$ cat src/rtl/shift_seq_pkg.sv
// Shared op codes, slice mode encodings and FSM states for the shift sequencer.
// Optional CARRY output is enabled by SHIFT_SEQ_CARRY_EN in shift_seq_ctrl.
package shift_seq_pkg;

  localparam logic [2:0] OP_LOAD = 3'b000;
  localparam logic [2:0] OP_SLL  = 3'b001;
  localparam logic [2:0] OP_SRL  = 3'b010;
  localparam logic [2:0] OP_SRA  = 3'b011;
  localparam logic [2:0] OP_ROL  = 3'b100;
  localparam logic [2:0] OP_ROR  = 3'b101;

  localparam logic [1:0] MODE_HOLD = 2'b00;
  localparam logic [1:0] MODE_SHR  = 2'b01;
  localparam logic [1:0] MODE_SHL  = 2'b10;
  localparam logic [1:0] MODE_LOAD = 2'b11;

  typedef enum logic [1:0] {IDLE, LOAD, SHIFT, FIN} state_t;

  function automatic logic op_legal(input logic [2:0] op);
    return op <= OP_ROR;
  endfunction

  function automatic logic op_left(input logic [2:0] op);
    return (op == OP_SLL) || (op == OP_ROL);
  endfunction

  function automatic logic [1:0] shift_mode(input logic [2:0] op);
    return op_left(op) ? MODE_SHL : MODE_SHR;
  endfunction

endpackage

$ cat src/rtl/shift_seq_ctrl_cnt.sv
// Loadable down-counter tracking remaining bit steps; last flags count == 1.
module shift_cnt #(
  parameter int AMT_W = 4
) (
  input  logic             CLOCK,
  input  logic             RESET,
  input  logic             load,
  input  logic [AMT_W-1:0] load_val,
  input  logic             en,
  output logic [AMT_W-1:0] count,
  output logic             last
);

  always_ff @(posedge CLOCK or posedge RESET) begin
    if (RESET)                      count <= '0;
    else if (load)                  count <= load_val;
    else if (en && (count != '0))   count <= count - 1'b1;
  end

  assign last = (count == AMT_W'(1));

endmodule

$ cat src/rtl/shift_seq_ctrl.sv
// Sequencer for a bank of 4-bit universal shift slices: drives S1/S0 and end serial inputs.
// Define SHIFT_SEQ_CARRY_EN to add the CARRY output (last bit shifted/rotated out).
module shift_seq_ctrl
  import shift_seq_pkg::*;
#(
  parameter int WIDTH = 16,
  parameter int AMT_W = 4
) (
  input  logic             CLOCK,
  input  logic             RESET,
  input  logic             START,
  input  logic [2:0]       OP,
  input  logic [AMT_W-1:0] AMT,
  input  logic             STALL,
  input  logic [WIDTH-1:0] REG_Q,
  output logic             S1,
  output logic             S0,
  output logic             LIN,
  output logic             RIN,
  output logic             BUSY,
  output logic             DONE,
  output logic             ERR
`ifdef SHIFT_SEQ_CARRY_EN
  ,
  output logic             CARRY
`endif
);

  state_t           state_q, state_d;
  logic [1:0]       mode_q, mode_d;
  logic [2:0]       op_q, op_nx;
  logic             err_q;
  logic             accept, step, cnt_last;
  logic [AMT_W-1:0] unused_cnt;
  logic             unused_q_mid;

  assign accept = (state_q == IDLE) && START;
  assign op_nx  = accept ? OP : op_q;

  // S is registered, so a step is whatever the slices actually see: SHIFT with a
  // non-HOLD mode. STALL therefore gates the mode presented on the following cycle.
  assign step = (state_q == SHIFT) && (mode_q != MODE_HOLD);

  shift_cnt #(.AMT_W(AMT_W)) u_cnt (
    .CLOCK    (CLOCK),
    .RESET    (RESET),
    .load     (accept),
    .load_val (AMT),
    .en       (step),
    .count    (unused_cnt),
    .last     (cnt_last)
  );

  always_comb begin
    state_d = state_q;
    mode_d  = MODE_HOLD;
    case (state_q)
      IDLE: begin
        if (START) begin
          if (!op_legal(OP))      state_d = FIN;
          else if (OP == OP_LOAD) state_d = LOAD;
          else if (AMT == '0)     state_d = FIN;
          else                    state_d = SHIFT;
        end
      end
      LOAD:    if (mode_q == MODE_LOAD) state_d = FIN;
      SHIFT:   if (step && cnt_last)    state_d = FIN;
      FIN:     state_d = IDLE;
      default: state_d = IDLE;
    endcase

    case (state_d)
      LOAD:    mode_d = MODE_LOAD;
      SHIFT:   mode_d = shift_mode(op_nx);
      default: mode_d = MODE_HOLD;
    endcase
    if (STALL && ((state_q == LOAD) || (state_q == SHIFT))) mode_d = MODE_HOLD;
  end

  always_ff @(posedge CLOCK or posedge RESET) begin
    if (RESET) begin
      state_q <= IDLE;
      mode_q  <= MODE_HOLD;
      op_q    <= OP_LOAD;
      err_q   <= 1'b0;
    end else begin
      state_q <= state_d;
      mode_q  <= mode_d;
      if (accept) begin
        op_q  <= OP;
        err_q <= !op_legal(OP);
      end
    end
  end

  assign {S1, S0} = mode_q;
  assign BUSY     = (state_q != IDLE);
  assign DONE     = (state_q == FIN);
  assign ERR      = DONE && err_q;

  // End serial bits: only the feeding end of the active op is ever non-zero.
  always_comb begin
    LIN = 1'b0;
    RIN = 1'b0;
    if (state_q == SHIFT) begin
      case (op_q)
        OP_ROL:  LIN = REG_Q[WIDTH-1];
        OP_SRA:  RIN = REG_Q[WIDTH-1];
        OP_ROR:  RIN = REG_Q[0];
        default: ;
      endcase
    end
  end

  assign unused_q_mid = ^REG_Q[WIDTH-2:1];

`ifdef SHIFT_SEQ_CARRY_EN
  always_ff @(posedge CLOCK or posedge RESET) begin
    if (RESET)       CARRY <= 1'b0;
    else if (accept) CARRY <= 1'b0;
    else if (step)   CARRY <= op_left(op_q) ? REG_Q[WIDTH-1] : REG_Q[0];
  end
`endif

endmodule

$ cat config.mk
export PLATFORM = sky130hd
export DESIGN_NAME = shift_seq_ctrl
export DESIGN_NICKNAME = d
export VERILOG_FILES = /design/src/rtl/shift_seq_pkg.sv /design/src/rtl/shift_seq_ctrl_cnt.sv /design/src/rtl/shift_seq_ctrl.sv
export SDC_FILE = /design/constraint.sdc
export NUM_CORES = 1
export LEC_CHECK = 0
export ABC_AREA = 0
export CAP_MARGIN = 15
export CORE_MARGIN = 4
export CORE_UTILIZATION = 40
export CTS_CLUSTER_DIAMETER = 30
export DETAILED_ROUTE_END_ITERATION = 8
export PLACE_DENSITY = 0.79
export SLEW_MARGIN = 20
export SYNTH_ARGS = -nofsm -noshare
export SYNTH_HDL_FRONTEND = slang
export SYNTH_SLANG_ARGS = --single-unit
$ cat constraint.sdc
create_clock -name CLOCK -period 2.4 [get_ports CLOCK]
set_input_delay 0.72 -clock CLOCK [delete_from_list [all_inputs] [get_ports CLOCK]]
set_output_delay 0.72 -clock CLOCK [all_outputs]
set_load 0.005 [all_outputs]
### Word-level counts from Yosys, hierarchy flattened

Index checks and enable logic that the tools add are counted.

| storage, ports and cells | value |
|---|---|
| logic and storage cells | 52 |
| bits of input ports | 27 |
| output and inout bits | 7 |
| flip-flop bits (word level) | 12 |

| operators by class | value |
|---|---|
| add/sub/neg operators | 1 |
| magnitude comparators | 1 |
| multiplexer cells | 17 |
| reductions and logical operators | 16 |
| equal/unequal tests | 12 |

Operators by type and width:

| cell | number |
|---|---|
| 2-to-1 mux 2 bit | 7 |
| == test 3 bit, second input constant | 3 |
| == test 2 bit, second input constant | 4 |
| 2-to-1 mux 4 bit | 2 |
| one-hot mux 2 bit (4 select lines) | 1 |
| logical AND 1 bit | 6 |
| nonzero test 2 bit | 3 |
| == test 2 x 1 -> 1 bit, second input constant | 2 |
| == test 4 x 1 -> 1 bit, second input constant | 1 |
| logical NOT 4 bit | 1 |
| 2-to-1 mux 1 bit | 4 |
| one-hot mux 2 bit (2 select lines) | 1 |
| nonzero test 4 bit | 1 |
| subtractor 4 x 1 -> 4 bit, second input constant | 1 |
| == test 3 x 1 -> 1 bit, second input constant | 1 |
| == test 3 x 2 -> 1 bit, second input constant | 1 |
| <= comparator 3 bit, second input constant | 1 |
| logical NOT 3 bit | 1 |
| 2-to-1 mux 3 bit | 1 |
| logical NOT 2 bit | 1 |
| logical OR 1 bit | 2 |
| one-hot mux 1 bit (2 select lines) | 1 |
| logical NOT 1 bit | 1 |

### Longest topological paths before layout

Gate-level depths: netlist (run 1).

| depth | value |
|---|---|
| word-level depth | 9 |
| gate-level depth with buffers | 9 |
| depth with buffers taken out | 9 |

### Modules after synthesis

From an unflattened synthesis (run 1), not the netlist that was laid out.

| unflattened totals | value |
|---|---|
| cells, all modules | 89 |
| area total of the unflattened synthesis | 867.1 µm² |

By module, submodules not included:

| module | seq. area each (µm²) | cells an instance | area each (µm²) | times used |
|---|---|---|---|---|
| shift_seq_ctrl | 200.2 | 59 | 580.6 | 1 |
| shift_cnt | 100.1 | 30 | 286.5 | 1 |

### Worst setup path before layout (run 1)

Ideal clock, no wire load.

| path | value |
|---|---|
| kind | register to register |
| start point | register state_q[0] |
| end point | register mode_q[1] |
| data required time | 2.317 ns |
| period minus slack after synthesis | 2.011 ns |
| library setup time | 0.083 ns |
| buffers on the path | 0 |
| cell stages (with the launch flop) | 10 |
| data arrival time | 1.928 ns |
| setup slack | 0.389 ns |
| cells stage by stage | dfrtp_1 -> inv_1 -> ha_1 -> o21ai_2 -> o41a_1 -> o22ai_1 -> ha_1 -> a21oi_1 -> nand2_1 -> o21ai_0 |

| on the way | value |
|---|---|
| cells in the longest elaborated chain, start to end | 8 |
| elaborated cells on any way between the ends | 22 |
| those cells by class | 7 x eq/ne; 8 x mux; 7 x reduce/logical |

RTL lines:

| element | RTL line | RTL |
|---|---|---|
| start, declared | shift_seq_ctrl.sv:29 | `state_t state_q, state_d;` |
| start signal, assigned | shift_seq_ctrl.sv:87 | `state_q <= state_d;` |
| == test 2 bit | shift_seq_ctrl.sv:42, shift_seq_ctrl.sv:57 |  |
| logical AND 1 bit | shift_seq_ctrl.sv:42 | `assign step = (state_q == SHIFT) && (mode_q != MODE_HOLD);` |
| logical AND 1 bit | shift_seq_ctrl.sv:67 | `SHIFT: if (step && cnt_last) state_d = FIN;` |
| 2-to-1 mux 2 bit | shift_seq_ctrl.sv:67 |  |
| one-hot mux 2 bit (4 select lines) * | shift_seq_ctrl.sv:57 | `case (state_q)` |
| via state_d[0] | shift_seq_ctrl.sv:29 |  |
| == test 2 bit / == test 2 x 1 -> 1 bit (equally long branches) | shift_seq_ctrl.sv:72 | `case (state_d)` |
| one-hot mux 2 bit (2 select lines) * | shift_seq_ctrl.sv:72 |  |
| 2-to-1 mux 2 bit * | shift_seq_ctrl.sv:77 | `if (STALL && ((state_q == LOAD) \|\| (state_q == SHIFT))) mode_d = MODE_HOLD;` |
| via mode_d[1] | shift_seq_ctrl.sv:30 | `logic [1:0] mode_q, mode_d;` |
| end signal, assigned | shift_seq_ctrl.sv:88 | `mode_q <= mode_d;` |
| end, declared | shift_seq_ctrl.sv:30 |  |

The timed path passes the listed nets; every way through them passes the cells marked *.
A chain may end at the register's enable or synchronous reset.

### Worst setup path after layout (run 1)

| path | value |
|---|---|
| start point | register state_q[1] |
| end point | output port BUSY |

| on the way | value |
|---|---|
| cells in the longest elaborated chain, start to end | 1 |

RTL lines:

| element | RTL line | RTL |
|---|---|---|
| nonzero test 2 bit | shift_seq_ctrl.sv:97 | `assign BUSY = (state_q != IDLE);` |
| end, declared | shift_seq_ctrl.sv:20 | `output logic BUSY,` |

Every way passes these cells.

==> results of run 1 <==
[how the worst max path moves through the flow]
stage,start,end,slack (ns)
final,state_q[1]$_DFF_PP0_,BUSY,0.04
after global routing,state_q[1]$_DFF_PP0_,BUSY,-0.007
after CTS,REG_Q[15],RIN,0.0004
after detailed placement,REG_Q[15],LIN,-0.40
after global placement,REG_Q[15],LIN,-0.40
after floorplan,state_q[0]$_DFF_PP0_,mode_q[1]$_DFF_PP0_,0.39
[sequential cells by signal, indices dropped and copies added, names as in the netlist]
name / cells
state_q: 2
mode_q: 2
u_cnt.count: 4
op_q: 3
err_q: 1
[layout by cell type, fill, tap and decap left out, types with 2 or more instances in the layout]
cell	count
sky130_fd_sc_hd__nand3_1	2
sky130_fd_sc_hd__a31oi_1	2
sky130_fd_sc_hd__clkbuf_4	3
sky130_fd_sc_hd__nor2_1	3
sky130_fd_sc_hd__a21oi_2	2
sky130_fd_sc_hd__mux2_2	3
sky130_fd_sc_hd__nand3b_1	2
sky130_fd_sc_hd__inv_1	7
sky130_fd_sc_hd__ha_1	9
sky130_fd_sc_hd__clkdlybuf4s50_1	16
sky130_fd_sc_hd__buf_4	10
sky130_fd_sc_hd__xnor2_1	2
sky130_fd_sc_hd__o211ai_1	2
sky130_fd_sc_hd__dfrtp_1	12
sky130_fd_sc_hd__o21ai_1	2
sky130_fd_sc_hd__a21o_1	3
sky130_fd_sc_hd__nand2_1	6
sky130_fd_sc_hd__a21oi_1	3
sky130_fd_sc_hd__o21ai_0	4
[metrics by stage]
stage	hold WS (ns)	instance area (um^2)
2_1_floorplan	0.442	822
3_3_place_gp	0.462	1110
3_5_place_dp	0.478	1110
4_1_cts	0.496	1150
5_1_grt	0.566	1190
6_report	0.492	1190
[power groups by stage]
stage          Clock [mW]  Combinational, mW  Sequential (mW)
2_1_floorplan           0              0.454            0.372
3_3_place_gp            0              0.664            0.389
3_5_place_dp            0              0.696            0.397
4_1_cts             0.170              0.701            0.394
5_1_grt             0.178              0.862            0.408
6_report            0.166              0.760            0.399
[cell type report]
cell class / instances / share of cell area
clock buffers: 4 / 0.0304
inverters: 7 / 0.0220
multi-input cells: 66 / 0.452
repair buffers: 29 / 0.216
flip-flops and latches: 12 / 0.252
well taps: 27 / 0.0283
[kinds of logic after synthesis]
| group | count (synthesis) |
|---|---|
| xor+xnor | 2 |
| compound gates | 27 |
| buf+inv | 8 |
| simple gates | 24 |
| flops | 12 |
| mux | 4 |
| fa+ha+maj | 9 |
[timing repair]
| item | in CTS | in global routing |
|---|---|---|
| pin swaps | 0 | 2 |
| endpoints found under the setup margin | 2 | 5 |
| buffers inserted | 0 | 1 |
| endpoints found under the hold margin | 0 | 0 |
| gates resized for setup | 7 | 12 |
[metal layers]
| layer | share of wire | routed length [um] | vias up | global-route usage |
|---|---|---|---|---|
| met5 | 0 | 0 | - | 0 |
| met2 | 0.53 | 1160 | 17 | 0.312 |
| li1 | - | - | 386 | - |
| met1 | 0.40 | 877 | 387 | 0.176 |
| met3 | 0.044 | 96 | 4 | 0.0310 |
| met4 | 0.020 | 43 | 0 | 0.115 |
[worst min-delay path: cells and delay by family, from the launching register on]
| kind | cells | cell delay (ns) |
|---|---|---|
| and+or+nand+nor | 1 | 0.05 |
| DFF | 1 | 0.35 |
| AOI/OAI and AO/OA | 1 | 0.06 |
==> Flow_metrics.wiki, run 1 <==
{| class="wikitable"
! Metric !! Value
|-
| Run status || finished, final reports clean
|-
| Number of flip-flops and latches in the synthesized netlist || 12
|-
| Maximum cell stage delay along the critical path || 0.51 ns
|-
| HPWL Detailed || 1670 um
|-
| Final period utilization || 0.984
|-
| Cell Rows || 16
|-
| Reg-to-Reg End || mode_q[0]$_DFF_PP0_
|-
| GR Util All Layers || 0.172
|-
| Area Growth Syn to Fin || 45.2%
|-
| Number of H-tree branching levels || 1
|-
| Maximum operating frequency || 423 MHz
|-
| Critical-path cell with the highest stage delay || sky130_fd_sc_hd__clkdlybuf4s50_1
|-
| Slew of the pin with the lowest slew margin || 0.487 ns
|-
| Port Buffer Count || 19
|-
| Layout Cells excl Fill || 145
|-
| Via count of the first global-routing pass || 836
|-
| Internal power component || slightly below 0.8 mW
|-
| WS Path Type || reg -> out
|-
| Worst clock skew on the final layout || between 0.004 and 0.005 ns
|-
| IO Count || 34
|-
| Setup crit end kind || output pin
|-
| Count of antenna diodes in the layout || 0
|-
| Clk sink count || 12
|-
| Placed Cells incl. Taps || 140
|-
| Grt total ovfl || 0
|-
| End-of-flow core utilization || 0.608
|-
| Number of antenna violations at the first check in global routing || 0
|-
| Number of buffers and inverters on the critical path || 3
|-
| Final layout net count || between 150 and 200
|-
| TritonCTS Buffers || 3
|-
| Insertion delay to the later sink of the worst-skew pair || between 0.2 and 0.3 ns
|-
| Combined flip-flop and latch cell area || between 300 and 400 um^2
|-
| Hold path startpoint || err_q$_DFFE_PP0P_
|-
| Min cycle time layout || 2.36 ns
|-
| Multi-input gate area in the final layout || 539 um^2
|-
| Power density over the cells || 1110 nW/um^2
|-
| Most area-hungry cell type in the Yosys netlist || sky130_fd_sc_hd__dfrtp_1
|-
| Share of synthesized cell area in full adder, half adder and majority cells || 0.137
|-
| Synth Area in Simple Gates || 0.166
|-
| Largest net degree at the start of global routing || 13
|-
| Clock Pin Slew Worst Setup and Hold Paths || approximately 0.08 ns
|-
| Family of cells with the greatest summed delay on the critical path || buffers and inverters
|-
| Max-cap check violation count || 0
|-
| Yosys warns || 0
|-
| Placement-stage worst setup slack || -0.401 ns
|-
| Leading cell type by number of instances after synthesis || sky130_fd_sc_hd__dfrtp_1
|-
| Cell type with the highest occurrence count on the critical path || sky130_fd_sc_hd__inv_1
|-
| Vias per inst || 5.48
|-
| DR vias || 794
|-
| Proportion of layout cells with a drive suffix above 1 || 0.246
|-
| Sequential group share of total power || 0.301
|-
| VDD IR max || 0.570 mV
|-
| Number of setup violations in the final report || 0
|-
| Gate count after technology mapping || 86
|-
| Starting DRT DRC Count || 22
|-
| Synth top area share || 0.365
|-
| Distinct cell type count after synthesis || 34
|-
| Clock network fraction of design power || 0.125
|-
| Reg2Reg Launch Point || state_q[0]$_DFF_PP0_
|-
| Die ar. || 2840 um^2
|-
| Cell area after synthesis || 822 um^2
|-
| Initial core utilization || 0.419
|-
| Syn_nets || 122
|-
| Post-synthesis async set-or-reset flop share || 1.00
|-
| Final routed DRC violation total || 0
|-
| Crit path arrival time || 1.64 ns
|-
| Clock Root Buffer || sky130_fd_sc_hd__clkbuf_4
|-
| Sequential fraction of the synthesis area || 0.365
|-
| Depth of the most critical reg-to-reg path || 10
|-
| Die Y || 53.3 um
|-
| Multiplexer fraction of the synthesized cell area || 0.0533
|-
| Setup slack of the worst register-to-register path || ~0.21 ns
|-
| Final count of pins violating max slew || 0
|-
| First-pass iteration count of the detailed router || 4
|-
| Total Negative Setup Slacks || 0 ns
|-
| Core Footprint || 1960 um^2
|-
| Leading register cell type out of synthesis || sky130_fd_sc_hd__dfrtp_1
|-
| Gate power share || 0.574
|-
| Maximum buffer depth of the clock tree || 2
|-
| Routed wire per std cell || roughly 15 um
|-
| Worst hold stages || 2
|-
| Net switching component of the power || 0.547 mW
|-
| Post-synthesis compound-gate area fraction || 0.221
|-
| Synthesized area per cell || 9.56 um^2
|-
| Number of filler instances in the final layout || 177
|-
| Hold-fix buffer count after cts || 0
|-
| Combinational family with the most area after synthesis || compound AO/OA/AOI/OAI gates
|-
| Hold Vio Cnt, Final || 0
|-
| Number of enable flip-flop cells after synthesis || 0
|-
| Leakage || 0.527 nW
|-
| Commonest cells in the netlist || sky130_fd_sc_hd__dfrtp_1 (12), sky130_fd_sc_hd__ha_1 (9), sky130_fd_sc_hd__inv_1 (7), sky130_fd_sc_hd__nand2_1 (7), sky130_fd_sc_hd__o21ai_0 (6)
|-
| Depth of the critical timing path with buffers and inverters included || 4
|-
| Die boundary width || roughly 53 um
|-
| TritonCTS clock tree || yes
|-
| Final critical-path setup slack || 0.0381 ns
|-
| End of the worst hold path || err_q$_DFFE_PP0P_
|-
| XOR/XNOR Fraction of Synth Area || 0.0213
|-
| Largest cells by area after synthesis || sky130_fd_sc_hd__dfrtp_1 (37%), sky130_fd_sc_hd__ha_1 (14%), sky130_fd_sc_hd__mux2_2 (4.1%)
|-
| Maximum fanout count along the critical path || 4
|-
| Sw frac || 0.413
|-
| Class of the most critical hold timing path || reg -> reg
|-
| Post-layout total power || 1.33 mW
|-
| Wire length after detailed routing || ~2200 um
|-
| Final GP Congestion || 0.745
|-
| Antenna Nets Post-Route || 0
|-
| Critical Path RT || 1.68 ns
|-
| Worst slew margin || 0.675
|-
| Cells along the critical path || inv_1, ha_1, inv_1, clkdlybuf4s50_1
|-
| Wire length of the first global-routing pass || 3470 um
|-
| Category of the worst setup path launch point || register
|}
No activity file was read; power rests on OpenSTA's default activity.
==> run 2: changes to the inputs <==
--- a/config.mk
+++ b/config.mk
@@ -7,11 +7,12 @@
 export LEC_CHECK = 0
 export ABC_AREA = 0
 export CAP_MARGIN = 15
-export CORE_MARGIN = 4
+export CORE_MARGIN = 2
 export CORE_UTILIZATION = 40
 export CTS_CLUSTER_DIAMETER = 30
 export DETAILED_ROUTE_END_ITERATION = 8
 export PLACE_DENSITY = 0.79
+export SKIP_CTS_REPAIR_TIMING = 1
 export SLEW_MARGIN = 20
 export SYNTH_ARGS = -nofsm -noshare
 export SYNTH_HDL_FRONTEND = slang
==> run 2 against run 1 <==
Compared with the run above:
- fmax down 0.61%
- final cell count up 0.69%
- design area up 0.42%
- sequential power fell by 1%
- clock skew decreased by 0.0030 ns
- highest routed layer unchanged
- sequential cell count did not move
- worst setup slack lost 0.014 ns
- clock power about the same
- register-to-register slack worse by 0.06 ns
- via count down 1.4%
- non-clock buffer count increased by 1
- largest cell class unchanged
==> Flow_metrics.wiki, run 2 (synthesis results as in run 1) <==
{| class="wikitable"
! Metric !! Value
|-
| Run status || finished, final reports clean
|-
| TritonCTS Buffers || 3 (unchanged)
|-
| Wire length after detailed routing || 2040 um (-6.3%)
|-
| Total Negative Setup Slacks || 0 ns (unchanged)
|-
| Proportion of layout cells with a drive suffix above 1 || 0.218 (-0.0273)
|-
| Class of the most critical hold timing path || reg -> reg
|-
| Critical Path RT || 1.68 ns (about the same)
|-
| Max-cap check violation count || 0 (unchanged)
|-
| Die boundary width || 49.3 um (-7.5%)
|-
| Most used cells in the layout excluding fill and tap cells || sky130_fd_sc_hd__clkdlybuf4s50_1 (17), sky130_fd_sc_hd__dfrtp_1 (12), sky130_fd_sc_hd__buf_4 (11), sky130_fd_sc_hd__ha_1 (9)
|-
| Leakage || 0.555 nW (+5.3%)
|-
| Cell Rows || 16 (unchanged)
|-
| Maximum operating frequency || 421 MHz (-0.61%)
|-
| IO Count || 34 (unchanged)
|-
| DR vias || 783 (-1.4%)
|-
| Hold path startpoint || err_q$_DFFE_PP0P_
|-
| Number of antenna violations at the first check in global routing || 0 (unchanged)
|-
| Slew of the pin with the lowest slew margin || 0.466 ns (-0.0210 ns)
|-
| Routed wire per std cell || 14.0 um (-6.9%)
|-
| Crit path arrival time || 1.66 ns (+0.02 ns)
|-
| Clk sink count || 12 (unchanged)
|-
| Most flops, register || u_cnt.count
|-
| Clock Pin Slew Worst Setup and Hold Paths || 0.08 ns (about the same)
|-
| Die Y || 49.3 um (-7.5%)
|-
| Met2 Track Usage GR || 0.268 (-0.0442)
|-
| Most common cell after layout, fill and taps aside || sky130_fd_sc_hd__clkdlybuf4s50_1
|-
| Insertion delay to the later sink of the worst-skew pair || 0.29 ns (about the same)
|-
| Final critical-path setup slack || 0.0237 ns (-0.0144 ns)
|-
| Maximum fanout count along the critical path || 2 (-2)
|-
| Depth of the most critical reg-to-reg path || 10 (unchanged)
|-
| Count of antenna diodes in the layout || 0 (unchanged)
|-
| Category of the worst setup path launch point || input port
|-
| End of the worst hold path || err_q$_DFFE_PP0P_
|-
| Family of cells with the greatest summed delay on the critical path || buffers and inverters
|-
| VDD IR max || 0.757 mV (+33%)
|-
| Hold Vio Cnt, Final || 0 (unchanged)
|-
| Cells along the critical path || clkdlybuf4s50_1, nand2_1, nor4b_2, dlymetal6s2s_1
|-
| Number of filler instances in the final layout || 175 (-1.1%)
|-
| Starting DRT DRC Count || 18 (-18%)
|-
| Core Footprint || 1940 um^2 (-1.0%)
|-
| Setup slack of the worst register-to-register path || 0.15 ns (-0.06 ns)
|-
| TritonCTS clock tree || yes
|-
| Power density over the cells || 1090 nW/um^2 (-1.6%)
|-
| Biggest registers after layout || u_cnt.count (4), op_q (3)
|-
| Grt total ovfl || 0 (unchanged)
|-
| Antenna Nets Post-Route || 0 (unchanged)
|-
| Placement-stage worst setup slack || -0.394 ns (+0.00688 ns)
|-
| First-pass iteration count of the detailed router || 4 (unchanged)
|-
| Most Crowded Layer GR || met2
|-
| Critical Path Start || REG_Q[15]
|-
| Maximum cell stage delay along the critical path || 0.48 ns (-0.03 ns)
|-
| Number of flip-flops under the largest register name || 4 (unchanged)
|-
| Worst slew margin || 0.689 (+0.0143)
|-
| Final GP Congestion || 0.912 (+22%)
|-
| M3 GR Usage || 0.0706 (+0.0396)
|-
| Global-route met1 utilization || 0.201 (+0.0244)
|-
| Setup crit end kind || output pin
|-
| Wire length of the first global-routing pass || 3040 um (-13%)
|-
| Number of setup violations in the final report || 0 (unchanged)
|-
| Placed Cells incl. Taps || 141 (+0.71%)
|-
| Die ar. || 2430 um^2 (-14%)
|-
| Worst hold stages || 2 (unchanged)
|-
| Layout Cells excl Fill || 146 (+0.69%)
|-
| Final routed DRC violation total || 0 (unchanged)
|-
| Reg2Reg Launch Point || state_q[1]$_DFF_PP0_
|-
| WS Path Type || in -> out
|-
| Largest net degree at the start of global routing || 13 (unchanged)
|-
| Initial core utilization || 0.423 (+0.00432)
|-
| Final period utilization || 0.990 (+0.00600)
|-
| Maximum buffer depth of the clock tree || 2 (unchanged)
|-
| Number of buffers and inverters on the critical path || 2 (-1)
|-
| Number of H-tree branching levels || 1 (unchanged)
|-
| Port Buffer Count || 19 (unchanged)
|-
| Clock Root Buffer || sky130_fd_sc_hd__clkbuf_4
|-
| Worst clock skew on the final layout || 0.00131 ns (-0.00302 ns)
|-
| Final layout net count || 156 (+0.65%)
|-
| Vias per inst || 5.36 (-2.1%)
|-
| Critical-path cell with the highest stage delay || sky130_fd_sc_hd__clkdlybuf4s50_1
|-
| RSZ-0062 raised after global routing || true
|-
| Via count of the first global-routing pass || 664 (-21%)
|-
| Min cycle time layout || 2.38 ns (+0.0144 ns)
|-
| HPWL Detailed || 1460 um (-13%)
|-
| Final count of pins violating max slew || 0 (unchanged)
|-
| Reg-to-Reg End || mode_q[1]$_DFF_PP0_
|-
| Area Growth Syn to Fin || 45.8%
|-
| GR Util All Layers || 0.168 (-0.00470)
|}
-- run 2: cell count changes in the layout (fill, tap and decap cells not counted), sizes merged --
cell	delta
dlymetal6s2s	+1
clkbuf	-1
clkdlybuf4s50	+1
-- run 2: tightest hold or removal path, delay by kind of cell (launching register included) --
family / cells / cell delay (ns)
DFF: 1 / 0.35
and+or+nand+nor: 1 / 0.04
AOI/OAI and AO/OA: 1 / 0.06
-- run 2: stage by stage --
step,cell area (um^2),util,total power [mW],hold slack (ns)
after floorplan,822,-,0.826,0.442
after global placement,1120,0.575,1.05,0.462
after detailed placement,1120,0.575,1.07,0.477
after CTS,1150,0.594,1.25,0.492
after global routing,1200,0.617,1.42,0.525
final,1200,0.617,1.31,0.480
-- run 2: metal layers --
| metal | part of all wire | routed length (um) |
|---|---|---|
| met5 | 0 | 0 |
| met4 | 0.016 | 33 |
| met3 | 0.052 | 107 |
| met2 | 0.52 | 1050 |
| met1 | 0.41 | 847 |
-- run 2: worst max path at each step --
stage,endpoint,slack [ns],depth (start not counted)
finish,LIN,0.02,4
global route,LIN,-0.05,4
floorplan,mode_q[1]$_DFF_PP0_,0.39,9
detailed placement,LIN,-0.39,4
global placement,LIN,-0.40,4
CTS,LIN,-0.39,4
-- run 2: layout make-up --
cell class	instances	area (um^2)	share of cell area
timing repair buffer	30	278	0.232
sequential	12	300	0.251
multi-input combinational	66	524	0.437
clock buffer	4	36.3	0.0303
inverter	7	26.3	0.0219
tap	27	33.8	0.0282
-- run 2: power by group --
part	leakage (nW)	switching [mW]	internal [mW]
Clock	0.0210	0.0756	0.0926
Sequential	0.145	0.0978	0.296
Combinational	0.389	0.359	0.389
Total	0.555	0.532	0.778
==> run 3: changes to the inputs <==
--- a/config.mk
+++ b/config.mk
@@ -7,11 +7,12 @@
 export LEC_CHECK = 0
 export ABC_AREA = 0
 export CAP_MARGIN = 15
+export CORE_ASPECT_RATIO = 0.7
 export CORE_MARGIN = 2
 export CORE_UTILIZATION = 40
 export CTS_CLUSTER_DIAMETER = 30
 export DETAILED_ROUTE_END_ITERATION = 8
-export PLACE_DENSITY = 0.79
+export PLACE_DENSITY = 0.73
 export SKIP_CTS_REPAIR_TIMING = 1
 export SLEW_MARGIN = 20
 export SYNTH_ARGS = -nofsm -noshare
==> run 3 against run 2 <==
Compared with the run above:
- clock power shrank 26%
- clock skew grew 0.0026 ns
- sequential cell count is the same
- design area shrank 0.73%
- first-iteration DRC count shrank 22%
- hold slack gained 0.020 ns
==> Flow_metrics.wiki, run 3 (synthesis results as in run 1) <==
{| class="wikitable"
! Metric !! Value
|-
| Setup crit end kind || output pin
|-
| Number of flip-flops under the largest register name || 4 (unchanged)
|-
| Multi-input gate area in the final layout || 518 um^2 (-1.2%)
|-
| Combined flip-flop and latch cell area || 300 um^2 (unchanged)
|-
| Max-cap check violation count || 0 (unchanged)
|-
| Proportion of layout cells with a drive suffix above 1 || 0.217 (-0.00182)
|-
| Port Buffer Count || 19 (unchanged)
|-
| Most flops, register || u_cnt.count
|-
| Area Growth Syn to Fin || 44.7%
|-
| Number of H-tree branching levels || 1 (unchanged)
|-
| Reg2Reg Launch Point || state_q[0]$_DFF_PP0_
|-
| Worst slew margin || 0.673 (-0.0163)
|-
| Post-placement cell area || 1130 um^2 (+1.5%)
|-
| Die Y || 41.9 um (-15%)
|-
| DR vias || 770 (-1.7%)
|-
| Die ar. || 2440 um^2 (+0.24%)
|-
| Grt total ovfl || 0 (unchanged)
|-
| Via count of the first global-routing pass || 710 (+6.9%)
|-
| Vias per inst || 5.42 (+1.1%)
|-
| Run status || finished, final reports clean
|-
| Class of the most critical hold timing path || reg -> reg
|-
| Maximum cell stage delay along the critical path || 0.48 ns (about the same)
|-
| Number of setup violations in the final report || 0 (unchanged)
|-
| Antenna Nets Post-Route || 0 (unchanged)
|-
| Clk sink count || 12 (unchanged)
|-
| HPWL Detailed || 1590 um (+9.1%)
|-
| Final critical-path setup slack || 0.0127 ns (-0.0111 ns)
|-
| GR Util All Layers || 0.181 (+0.0135)
|-
| End-of-flow core utilization || 0.625 (+0.00798)
|-
| Final period utilization || 0.995 (+0.00461)
|-
| Insertion delay to the later sink of the worst-skew pair || 0.28 ns (about the same)
|-
| Number of antenna violations at the first check in global routing || 0 (unchanged)
|-
| Min cycle time layout || 2.39 ns (+0.0111 ns)
|-
| Routed wire per std cell || 14.5 um (+3.5%)
|-
| Most common cell after layout, fill and taps aside || sky130_fd_sc_hd__clkdlybuf4s50_1
|-
| Slew of the pin with the lowest slew margin || 0.490 ns (+0.0245 ns)
|-
| Post-layout total power || 1.27 mW (-3.3%)
|-
| Placement-stage worst setup slack || -0.406 ns (-0.0113 ns)
|-
| Cells along the critical path || clkdlybuf4s50_1, nand2_1, nor4b_2, dlymetal6s2s_1
|-
| Maximum fanout count along the critical path || 2 (unchanged)
|-
| Biggest registers after layout || u_cnt.count (4), op_q (3)
|-
| Initial core utilization || 0.432 (+0.00863)
|-
| Starting DRT DRC Count || 14 (-4)
|-
| Critical-path cell with the highest stage delay || sky130_fd_sc_hd__clkdlybuf4s50_1
|-
| Crit path arrival time || 1.67 ns (about the same)
|-
| VDD IR max || 0.649 mV (-14%)
|-
| Clock Pin Slew Worst Setup and Hold Paths || 0.07 ns (about the same)
|-
| TritonCTS Buffers || 3 (unchanged)
|-
| Final count of pins violating max slew || 0 (unchanged)
|-
| Cell Rows || 13 (-3)
|-
| Post-Route Hold Slack || 0.501 ns (+0.0201 ns)
|-
| Hold path startpoint || err_q$_DFFE_PP0P_
|-
| Design Area, Final || 1190 um^2 (-0.73%)
|-
| WS Path Type || in -> out
|-
| Power density over the cells || 1060 nW/um^2 (-2.6%)
|-
| Final layout net count || 158 (+1.3%)
|-
| Category of the worst setup path launch point || input port
|-
| IO Count || 34 (unchanged)
|-
| Maximum operating frequency || 419 MHz (-0.46%)
|-
| Most used cells in the layout excluding fill and tap cells || sky130_fd_sc_hd__clkdlybuf4s50_1 (16), sky130_fd_sc_hd__buf_4 (13), sky130_fd_sc_hd__dfrtp_1 (12), sky130_fd_sc_hd__ha_1 (9)
|-
| Critical Path RT || 1.68 ns (about the same)
|-
| First-pass iteration count of the detailed router || 4 (unchanged)
|-
| Largest net degree at the start of global routing || 13 (unchanged)
|-
| Final GP Congestion || 0.909 (-0.30%)
|-
| Clock Root Buffer || sky130_fd_sc_hd__clkbuf_4
|-
| Critical Path Start || REG_Q[15]
|-
| Number of filler instances in the final layout || 148 (-15%)
|-
| RSZ-0062 raised after global routing || true
|-
| Hold Vio Cnt, Final || 0 (unchanged)
|-
| Die boundary width || 58.2 um (+18%)
|-
| Wire length of the first global-routing pass || 3290 um (+8.4%)
|-
| Worst clock skew on the final layout || 0.00390 ns (+0.00259 ns)
|-
| Core Footprint || 1900 um^2 (-2.0%)
|-
| TritonCTS clock tree || yes
|-
| Wire length after detailed routing || 2060 um (+0.64%)
|-
| Maximum buffer depth of the clock tree || 2 (unchanged)
|-
| Final routed DRC violation total || 0 (unchanged)
|-
| Leakage || 0.567 nW (+2.1%)
|-
| Count of antenna diodes in the layout || 0 (unchanged)
|}
## run 3: area by class of cell
cell class / count / area share
multi-input combinational: 66 / 0.435
timing repair buffer: 32 / 0.248
tap: 22 / 0.0231
sequential: 12 / 0.252
clock buffer: 3 / 0.0189
inverter: 7 / 0.0221
## run 3: final timing paths
kind                                         endpoint  slack, ns  cells past startpoint
min reg2reg                         err_q$_DFFE_PP0P_       0.50                      2
min                                 err_q$_DFFE_PP0P_       0.50                      2
max                                               LIN       0.01                      4
min in group asynchronous           err_q$_DFFE_PP0P_       0.76                      2
max reg2reg                       mode_q[1]$_DFF_PP0_       0.19                     10
max in group asynchronous  u_cnt.count[1]$_DFFE_PP0P_       1.30                      2
## run 3: through the flow
stage / cells / setup TNS [ns]
detailed placement: 139 / -1.20
CTS: 142 / -0.712
global placement: 139 / -1.06
floorplan: 86 / 0
finish: 142 / 0
global route: 142 / -0.0652
## run 3: metal layers
metal / vias up / track usage / wire length, um
met5: - / 0 / 0
met2: 24 / 0.245 / 795
met3: 7 / 0.0779 / 143
li1: 386 / - / -
met4: 0 / 0.0558 / 54
met1: 353 / 0.257 / 1060
## run 3: critical path, delay by kind of cell
kind | cells | cell delay (ns)
AND/OR/NAND/NOR | 2 | 0.31
buffers and inverters | 2 | 0.63
## run 3: where the power goes
group          total (mW)  switching (mW)  leakage (nW)  internal (mW)
clock               0.124          0.0658        0.0138         0.0582
sequential          0.396           0.100         0.145          0.296
combinational       0.746           0.356         0.408          0.390
total                1.27           0.522         0.567          0.744
